--- src/rtl/mac_accumulator.sv ---
// Nibble-serial multiply-accumulate back end: folds an LSB-first 4-bit product stream
// into an ACC_WIDTH accumulator and reads it back LSB nibble first.
module mac_accumulator #(
  parameter int unsigned BIT_WIDTH = 16,
  parameter int unsigned ACC_WIDTH = 24
) (
  input  logic       clk,
  input  logic       rst,
  input  logic [3:0] prod_nibble,
  input  logic       prod_valid,
  input  logic       prod_done,
  input  logic       clear,
  input  logic       read_req,
  output logic [3:0] acc_out,
  output logic       acc_out_valid,
  output logic       acc_out_last,
  output logic       ready,
  output logic       overflow,
  output logic       protocol_err
);

  localparam int unsigned N  = BIT_WIDTH / 4;
  localparam int unsigned M  = ACC_WIDTH / 4;
  localparam int unsigned IW = $clog2(M + 1);

  typedef enum logic [1:0] {
    S_IDLE,
    S_ACCUM,
    S_CARRY,
    S_READ
  } state_t;

  state_t                 state_q, state_d;
  logic [ACC_WIDTH-1:0]   acc_q, acc_d;
  logic                   carry_q, carry_d;
  logic [IW-1:0]          idx_q, idx_d;
  logic [3:0]             out_nib_q, out_nib_d;
  logic                   out_valid_q, out_valid_d;
  logic                   out_last_q, out_last_d;
  logic                   overflow_q, overflow_d;
  logic                   perr_q, perr_d;

  logic [IW-1:0]          add_idx;
  logic [IW+1:0]          add_sh;
  logic [3:0]             add_op;
  logic                   add_cin;
  logic [ACC_WIDTH-1:0]   acc_shift;
  logic [4:0]             add_sum;
  logic [ACC_WIDTH-1:0]   acc_add;
  logic [ACC_WIDTH-1:0]   rd_shift;

  // Single shared nibble adder; the first nibble of a product always starts at position 0.
  always_comb begin
    add_idx   = (state_q == S_IDLE) ? '0 : idx_q;
    add_sh    = {add_idx, 2'b00};
    add_op    = (state_q == S_CARRY) ? 4'h0 : prod_nibble;
    add_cin   = (state_q == S_IDLE) ? 1'b0 : carry_q;
    acc_shift = acc_q >> add_sh;
    add_sum   = {1'b0, acc_shift[3:0]} + {1'b0, add_op} + {4'b0000, add_cin};
    acc_add   = (acc_q & ~(ACC_WIDTH'(4'hF) << add_sh)) | (ACC_WIDTH'(add_sum[3:0]) << add_sh);
    rd_shift  = acc_q >> {idx_q, 2'b00};
  end

  always_comb begin
    state_d     = state_q;
    acc_d       = acc_q;
    carry_d     = carry_q;
    idx_d       = idx_q;
    out_nib_d   = '0;
    out_valid_d = 1'b0;
    out_last_d  = 1'b0;
    overflow_d  = overflow_q;
    perr_d      = perr_q;

    unique case (state_q)
      S_IDLE: begin
        if (clear) begin
          acc_d      = '0;
          carry_d    = 1'b0;
          overflow_d = 1'b0;
          perr_d     = 1'b0;
        end else if (read_req) begin
          // First readout nibble is launched on the accepting edge so valid starts next cycle.
          out_valid_d = 1'b1;
          out_nib_d   = acc_q[3:0];
          out_last_d  = (M == 1);
          idx_d       = IW'(1);
          state_d     = S_READ;
        end else if (prod_valid) begin
          acc_d   = acc_add;
          carry_d = add_sum[4];
          idx_d   = IW'(1);
          if (N == 1) begin
            if (M > N) begin
              state_d = S_CARRY;
            end else begin
              overflow_d = overflow_q | add_sum[4];
              carry_d    = 1'b0;
              idx_d      = '0;
            end
          end else begin
            state_d = S_ACCUM;
          end
        end
      end

      S_ACCUM: begin
        if (prod_valid) begin
          acc_d   = acc_add;
          carry_d = add_sum[4];
          idx_d   = idx_q + IW'(1);
          if (idx_q == IW'(N - 1)) begin
            if (M > N) begin
              state_d = S_CARRY;
            end else begin
              overflow_d = overflow_q | add_sum[4];
              carry_d    = 1'b0;
              idx_d      = '0;
              state_d    = S_IDLE;
            end
          end else if (prod_done) begin
            state_d = S_CARRY;
          end
        end else if (prod_done) begin
          // Truncated product: CARRY walks the pending carry through the zero nibbles too.
          state_d = S_CARRY;
        end
      end

      S_CARRY: begin
        perr_d  = perr_q | prod_valid;
        acc_d   = acc_add;
        carry_d = add_sum[4];
        idx_d   = idx_q + IW'(1);
        if (idx_q == IW'(M - 1)) begin
          overflow_d = overflow_q | add_sum[4];
          carry_d    = 1'b0;
          idx_d      = '0;
          state_d    = S_IDLE;
        end
      end

      S_READ: begin
        perr_d = perr_q | prod_valid;
        if (idx_q == IW'(M)) begin
          idx_d   = '0;
          state_d = S_IDLE;
        end else begin
          out_valid_d = 1'b1;
          out_nib_d   = rd_shift[3:0];
          out_last_d  = (idx_q == IW'(M - 1));
          idx_d       = idx_q + IW'(1);
        end
      end

      default: state_d = S_IDLE;
    endcase
  end

  always_ff @(posedge clk or posedge rst) begin
    if (rst) begin
      state_q     <= S_IDLE;
      acc_q       <= '0;
      carry_q     <= 1'b0;
      idx_q       <= '0;
      out_nib_q   <= '0;
      out_valid_q <= 1'b0;
      out_last_q  <= 1'b0;
      overflow_q  <= 1'b0;
      perr_q      <= 1'b0;
    end else begin
      state_q     <= state_d;
      acc_q       <= acc_d;
      carry_q     <= carry_d;
      idx_q       <= idx_d;
      out_nib_q   <= out_nib_d;
      out_valid_q <= out_valid_d;
      out_last_q  <= out_last_d;
      overflow_q  <= overflow_d;
      perr_q      <= perr_d;
    end
  end

  assign acc_out       = out_nib_q;
  assign acc_out_valid = out_valid_q;
  assign acc_out_last  = out_last_q;
  assign ready         = (state_q == S_IDLE);
  assign overflow      = overflow_q;
  assign protocol_err  = perr_q;

endmodule

--- config.mk ---
export PLATFORM = sky130hd
export DESIGN_NAME = mac_accumulator
export DESIGN_NICKNAME = d
export VERILOG_FILES = /design/src/rtl/mac_accumulator.sv
export SDC_FILE = /design/constraint.sdc
export NUM_CORES = 1
export LEC_CHECK = 0
export BUFFER_PORTS_ARGS = -buffer_cell sky130_fd_sc_hd__buf_2
export CAP_MARGIN = 20
export CORE_UTILIZATION = 60
export CTS_CLUSTER_SIZE = 40
export DETAILED_ROUTE_END_ITERATION = 10
export PLACE_DENSITY = 0.79
export SLEW_MARGIN = 40
export SYNTH_ARGS = -nofsm -noshare
export SYNTH_HDL_FRONTEND = slang
export SYNTH_SLANG_ARGS = --single-unit
--- constraint.sdc ---
create_clock -name clk -period 5.5 [get_ports clk]
set_input_delay 0.825 -clock clk [delete_from_list [all_inputs] [get_ports clk]]
set_output_delay 0.825 -clock clk [all_outputs]
set_load 0.1 [all_outputs]
# Word level (Yosys, flattened, before mapping)

Cells that the tools add are included.

Bits in registers: 38
Output and inout port bits: 9

$add $sub $neg: 3
Equality and inequality tests: 13
Reductions and logical operators: 10
Mux-type cells: 42
Shift-type cells: 4
Bitwise gates (word level): 5

Operators with widths:

| operator                                         | count |
|---|---|
| two-way mux 24 bit                               | 3 |
| case mux 24 bit (3 select lines)                 | 1 |
| right shift 24 x 5 -> 4 bit                      | 2 |
| bitwise AND 24 bit                               | 1 |
| NOT 24 bit                                       | 1 |
| bitwise OR 24 bit                                | 1 |
| << shifter 4 x 5 -> 24 bit                       | 1 |
| << shifter 4 x 5 -> 24 bit, first input constant | 1 |
| two-way mux 3 bit                                | 7 |
| two-way mux 2 bit                                | 8 |
| two-way mux 4 bit                                | 4 |
| two-way mux 1 bit                                | 12 |
| case mux 3 bit (4 select lines)                  | 1 |
| inequality test 2 bit, second input constant     | 4 |
| case mux 2 bit (4 select lines)                  | 1 |
| case mux 4 bit (2 select lines)                  | 1 |
| == test 3 bit, second input constant             | 2 |
| inequality test 3 bit, second input constant     | 2 |
| case mux 1 bit (2 select lines)                  | 3 |
| AND reduction 3 bit                              | 2 |
| adder 4 x 4 -> 5 bit                             | 1 |
| adder 5 x 1 -> 5 bit                             | 1 |
| == test 2 bit, second input constant             | 2 |
| AND reduction 2 bit                              | 2 |
| other kinds (11)                                 | 13 |

# Depth between registers and ports, before layout

Word-level depth: 11
Mapped depth: 14
Depth with buffers taken out: 12

# Worst setup path after synthesis

No wires, ideal clock.

Path kind: register to register
Start point: reg state_q[0]
End point: reg acc_q[14]
Path slack: 1.781 ns
Library setup time: 0.092 ns
Clock period less this slack: 3.719 ns
Required time: 5.408 ns
Arrival: 3.627 ns
Cell stages (with the launch flop): 15
Cell sequence: dfrtp_1 > inv_1 > ha_1 > buf_4 > nor4b_4 > buf_4 > a22oi_1 > o21a_1 > fa_1 > inv_1 > fa_1 > xor2_1 > and4b_1 > a21oi_1 > o221ai_1

Longest elaborated chain between the ends: 11

RTL lines:

| what                             | line    | RTL |
|---|---|---|
| start: declaration               | 33      | `state_t state_q, state_d;` |
| start signal: assignment         | 172     | `state_q <= state_d;` |
| zero test 2 bit (*)              | n/a     |  |
| net ready                        | 17      | `output logic ready,` |
| two-way mux 3 bit                | 54      | `add_idx = (state_q == S_IDLE) ? '0 : idx_q;` |
| right shift 24 x 5 -> 4 bit      | 58      | `acc_shift = acc_q >> add_sh;` |
| adder 4 x 4 -> 5 bit             | 59      | `add_sum = {1'b0, acc_shift[3:0]} + {1'b0, add_op} + {4'b0000, add_cin};` |
| adder 5 x 1 -> 5 bit             | 59      |  |
| << shifter 4 x 5 -> 24 bit       | 60      | `acc_add = (acc_q & ~(ACC_WIDTH'(4'hF) << add_sh)) \| (ACC_WIDTH'(add_sum[3:0]) << add_sh);` |
| bitwise OR 24 bit                | 60      |  |
| two-way mux 24 bit               | 89, 108 |  |
| two-way mux 24 bit               | 82      | `end else if (read_req) begin` |
| two-way mux 24 bit               | 77      | `if (clear) begin` |
| case mux 24 bit (3 select lines) | 75      | `unique case (state_q)` |
| end signal: assignment           | 163     | `acc_q <= '0;` |
| end signal: assignment           | 173     | `acc_q <= acc_d;` |
| end: declaration                 | 34      | `logic [ACC_WIDTH-1:0] acc_q, acc_d;` |

The timed path passes the listed nets; every way through them passes the cells marked *. The select of a mux whose other input is x is not followed.
A chain may end at the register's enable or synchronous reset.

# Final worst setup path

Start point: reg state_q[1]
End point: reg acc_q[18]

Longest elaborated chain between the ends: 11

RTL lines:

| what                             | line |
|---|---|
| zero test 2 bit                  | 54, 57, 75 |
| two-way mux 3 bit                | 54 |
| right shift 24 x 5 -> 4 bit      | 58 |
| adder 4 x 4 -> 5 bit             | 59 |
| adder 5 x 1 -> 5 bit             | 59 |
| << shifter 4 x 5 -> 24 bit       | 60 |
| bitwise OR 24 bit                | 60 |
| two-way mux 24 bit               | 89, 108 |
| two-way mux 24 bit               | 82 |
| two-way mux 24 bit               | 77 |
| case mux 24 bit (3 select lines) | 75 |

Parallel ways exist; a longest one is shown, timed or not. The select of a mux whose other input is x is not followed.

==> summary.md <==
| Metric | Value |
|---|---|
| Cell count after synthesis | `around 290` |
| Final ANT Viol Nets | `0` |
| Post-CTS Setup Inserts | `0` |
| Status | `finished, final reports clean` |
| Number of synthesized register bits | `38` |
| Post-DP HPWL | `between 5000 and 6000 microns` |
| Worst hold path type | `reg2reg` |
| Initial Utilization | `roughly 63%` |
| Fraction of layout cells with a size suffix above 1 | `between 10% and 20%` |
| Fin. max-slew vios | `0` |
| Top Metal Used | `met4` |
| Post-Route WL | `around 7300 microns` |
| Routability Congestion | `0.941` |
| DR vias/cell | `around 6.9` |
| Slew headroom | `around 50%` |
| CP max FO | `12` |
| Drt pass-1 iters | `5` |
| GRT Overall Usage | `31.0%` |
| IO Count | `19` |
| Largest net degree at the start of global routing | `39` |
| DP Worst Slack | `~1.7 ns` |
| Vias in the first global route | `2312` |
| Post-Route M1 WL | `3190 microns` |
| Core area | `roughly 0.0044 sq mm` |
| Syn nets | `between 300 and 400` |
| Critical path required time | `between 5 and 6 ns` |
| R2R depth | `11` |
| # rows | `24` |
| DR DRC count | `0` |
| Post-Layout Inst Area | `~0.0030 sq mm` |
| Top FF cell, synth | `dfrtp_1` |
| Fin crit share | `69.1%` |
| R2R Setup Slk | `approximately 1.7 ns` |
| Yosys warns | `0` |
| Most common cell after layout, fill and taps aside | `dfrtp_1` |
| Final Setup Violations | `0` |
| Clock Tree Root | `clkbuf_8` |
| Die Wd | `70.2 microns` |
| Hold Path Origin | `carry_q` |
| Total CTS buffers | `5` |
| Overflow after GRT | `0` |
| Worst slew pin tran | `0.771 ns` |
| Worst R2R Start | `state_q[1]` |
| Initial DRC Count | `a little over 300` |
| Post-synth EDFFs | `0` |
| Max_cap viols | `0` |
| Via count of the routed design | `2473` |
| Hold_buf cts | `0` |
| Startpoint Class | `flop` |
| Post-synth ARST share | `100%` |
| Mapped cell area | `roughly 0.0028 sq mm` |
| H-tree levels | `2` |
| Fmax | `about 260 MHz` |
| Final Worst Setup Slack | `1.70 ns` |
| WHS Endpoint | `carry_q` |
| Total negative slack | `0 ns` |
| CTS resizes | `0` |
| Final Skew | `about 0.0095 ns` |
| Critical Path End Type | `flop` |
| Yosys top cell by area | `dfrtp_1` |
| Drt wl/cell | `roughly 21 microns` |
| TritonCTS clock tree | `yes` |
| Final nets | `about 330` |
| WP data arrival | `4.01 ns` |
| Mean Syn Cell Area | `9.59 sq um` |
| Hold depth | `1` |
| Placed Area | `0.00286 sq mm` |
| Final min period | `around 3.8 ns` |
| Area of the multi-input gates | `0.00166 sq mm` |
| R2r endpoint | `acc_q[18]` |
| Fillers | `approximately 350` |
| Final Non-Filler Cells | `between 300 and 400` |
| Clock Path Buffers | `2` |
| Synth-to-layout area growth | `5.96%` |
| Sequential fraction of the synthesis area | `roughly a third` |
| Cells after DPL | `approximately 350` |
| First-pass GRT wire length | `11800 microns` |
| # diodes | `0` |
| Die ar. | `0.00493 sq mm` |
| Commonest cells after routing, fill and taps aside | `dfrtp_1 (37), nand2_1 (27), inv_1 (18), a21oi_1 (18), buf_2 (18)` |
| Critical path class | `reg2reg` |
| CTS clk-pin slew, worst paths | `0.08 ns` |
| RSZ-0062 raised after global routing | `no` |
| Top post-synthesis cells by area | `dfrtp_1 (34%), ha_1 (5.4%), mux2i_1 (4.3%)` |
| Die Ht | `~70 microns` |
| Clock latency on the worst-skew pair | `around 0.30 ns` |
| Unique masters post-synth | `61` |
| Final Hold Viols | `0` |
| Register area | `approximately 950 sq um` |
| Port Buffers | `18` |
| Clock Sinks | `38` |
| Met2 wire len | `between 3000 and 4000 microns` |
| Initial antenna violation count | `0` |
| Post-synth top area share | `approximately a third` |
| DR WL met3 | `a little over 600 microns` |
## layout make-up
cell class                      count  area share [%]
Multi-Input combinational cell    218            56.2
Sequential cell                    38            32.2
Timing Repair Buffer               22            4.06
Clock buffer                        7            2.92
Inverter                           18            2.29
Tap cell                           52            2.20
Clock inverter                      1           0.169
## cell usage after synthesis (3+ instances only)
| cell type | instances |
|---|---|
| mux2i_1 | 12 |
| o22ai_1 | 3 |
| nand2_1 | 27 |
| buf_4 | 6 |
| inv_1 | 18 |
| buf_2 | 8 |
| nor3_1 | 7 |
| nor2b_1 | 8 |
| a21oi_1 | 18 |
| nor4b_4 | 3 |
| o2bb2ai_1 | 4 |
| dfrtp_1 | 38 |
| a22oi_1 | 11 |
| a21o_1 | 3 |
| ha_1 | 12 |
| a32o_1 | 11 |
| nand3_1 | 7 |
| o21ai_0 | 12 |
| a22o_1 | 7 |
| nor2_1 | 16 |
| mux2_2 | 5 |
| nand2b_1 | 5 |
| o221ai_1 | 5 |
## kinds of logic (layout without fill, tap and decap cells)
logic type	after synthesis	count (layout)	synth area share, %
and+or+nand+nor	88	88	18.2
DFF	38	38	34.1
AOI/OAI and AO/OA	96	96	26.7
buffers and inverters	35	48	6.41
xor gates and xnor gates	2	2	0.628
muxes	18	18	7.13
adders and majority gates	14	14	6.82
## worst max path at each step
stage                    start         to  slack, ns
floorplan           state_q[0]  acc_q[14]       1.78
global placement    state_q[0]   acc_q[6]       1.90
detailed placement  state_q[1]   acc_q[6]       1.74
CTS                 state_q[1]   acc_q[6]       1.75
global route        state_q[0]  acc_q[18]       1.52
finish              state_q[1]  acc_q[18]       1.70
## critical path, stage by stage (launching register included)
cell	delay (ns)
dfrtp_1	0.45
inv_1	0.09
ha_1	0.30
nor4b_4	0.65
a22oi_1	0.15
o21a_1	0.17
fa_1	0.41
inv_1	0.08
fa_1	0.21
xor2_1	0.52
nand3_1	0.39
o221ai_1	0.29
## stage by stage
| step | utilization [%] | hold WS, ns |
|---|---|---|
| floorplan | - | 0.465 |
| global placement | 64.9 | 0.477 |
| detailed placement | 64.9 | 0.483 |
| CTS | 67.0 | 0.499 |
| global route | 67.0 | 0.505 |
| finish | 67.0 | 0.503 |
## registers in the layout, summed over array words and instances, names as in the netlist
| register | count |
|---|---|
| idx_q | 3 |
| state_q | 2 |
| acc_out | 4 |
| acc_out_valid | 1 |
| carry_q | 1 |
| acc_out_last | 1 |
| acc_q | 24 |
| overflow | 1 |
| protocol_err | 1 |
## layer usage
| metal | vias to the layer above | track usage (%) |
|---|---|---|
| met1 | 1198 | 43.2 |
| met3 | 17 | 5.48 |
| met2 | 143 | 48.9 |
| met4 | 0 | 10.2 |
| li1 | 1115 | - |
| met5 | - | 0 |
Power is left out: the tool's default activity adds up to more than one toggle a clock period on the data nets, which glitch-free logic cannot reach.
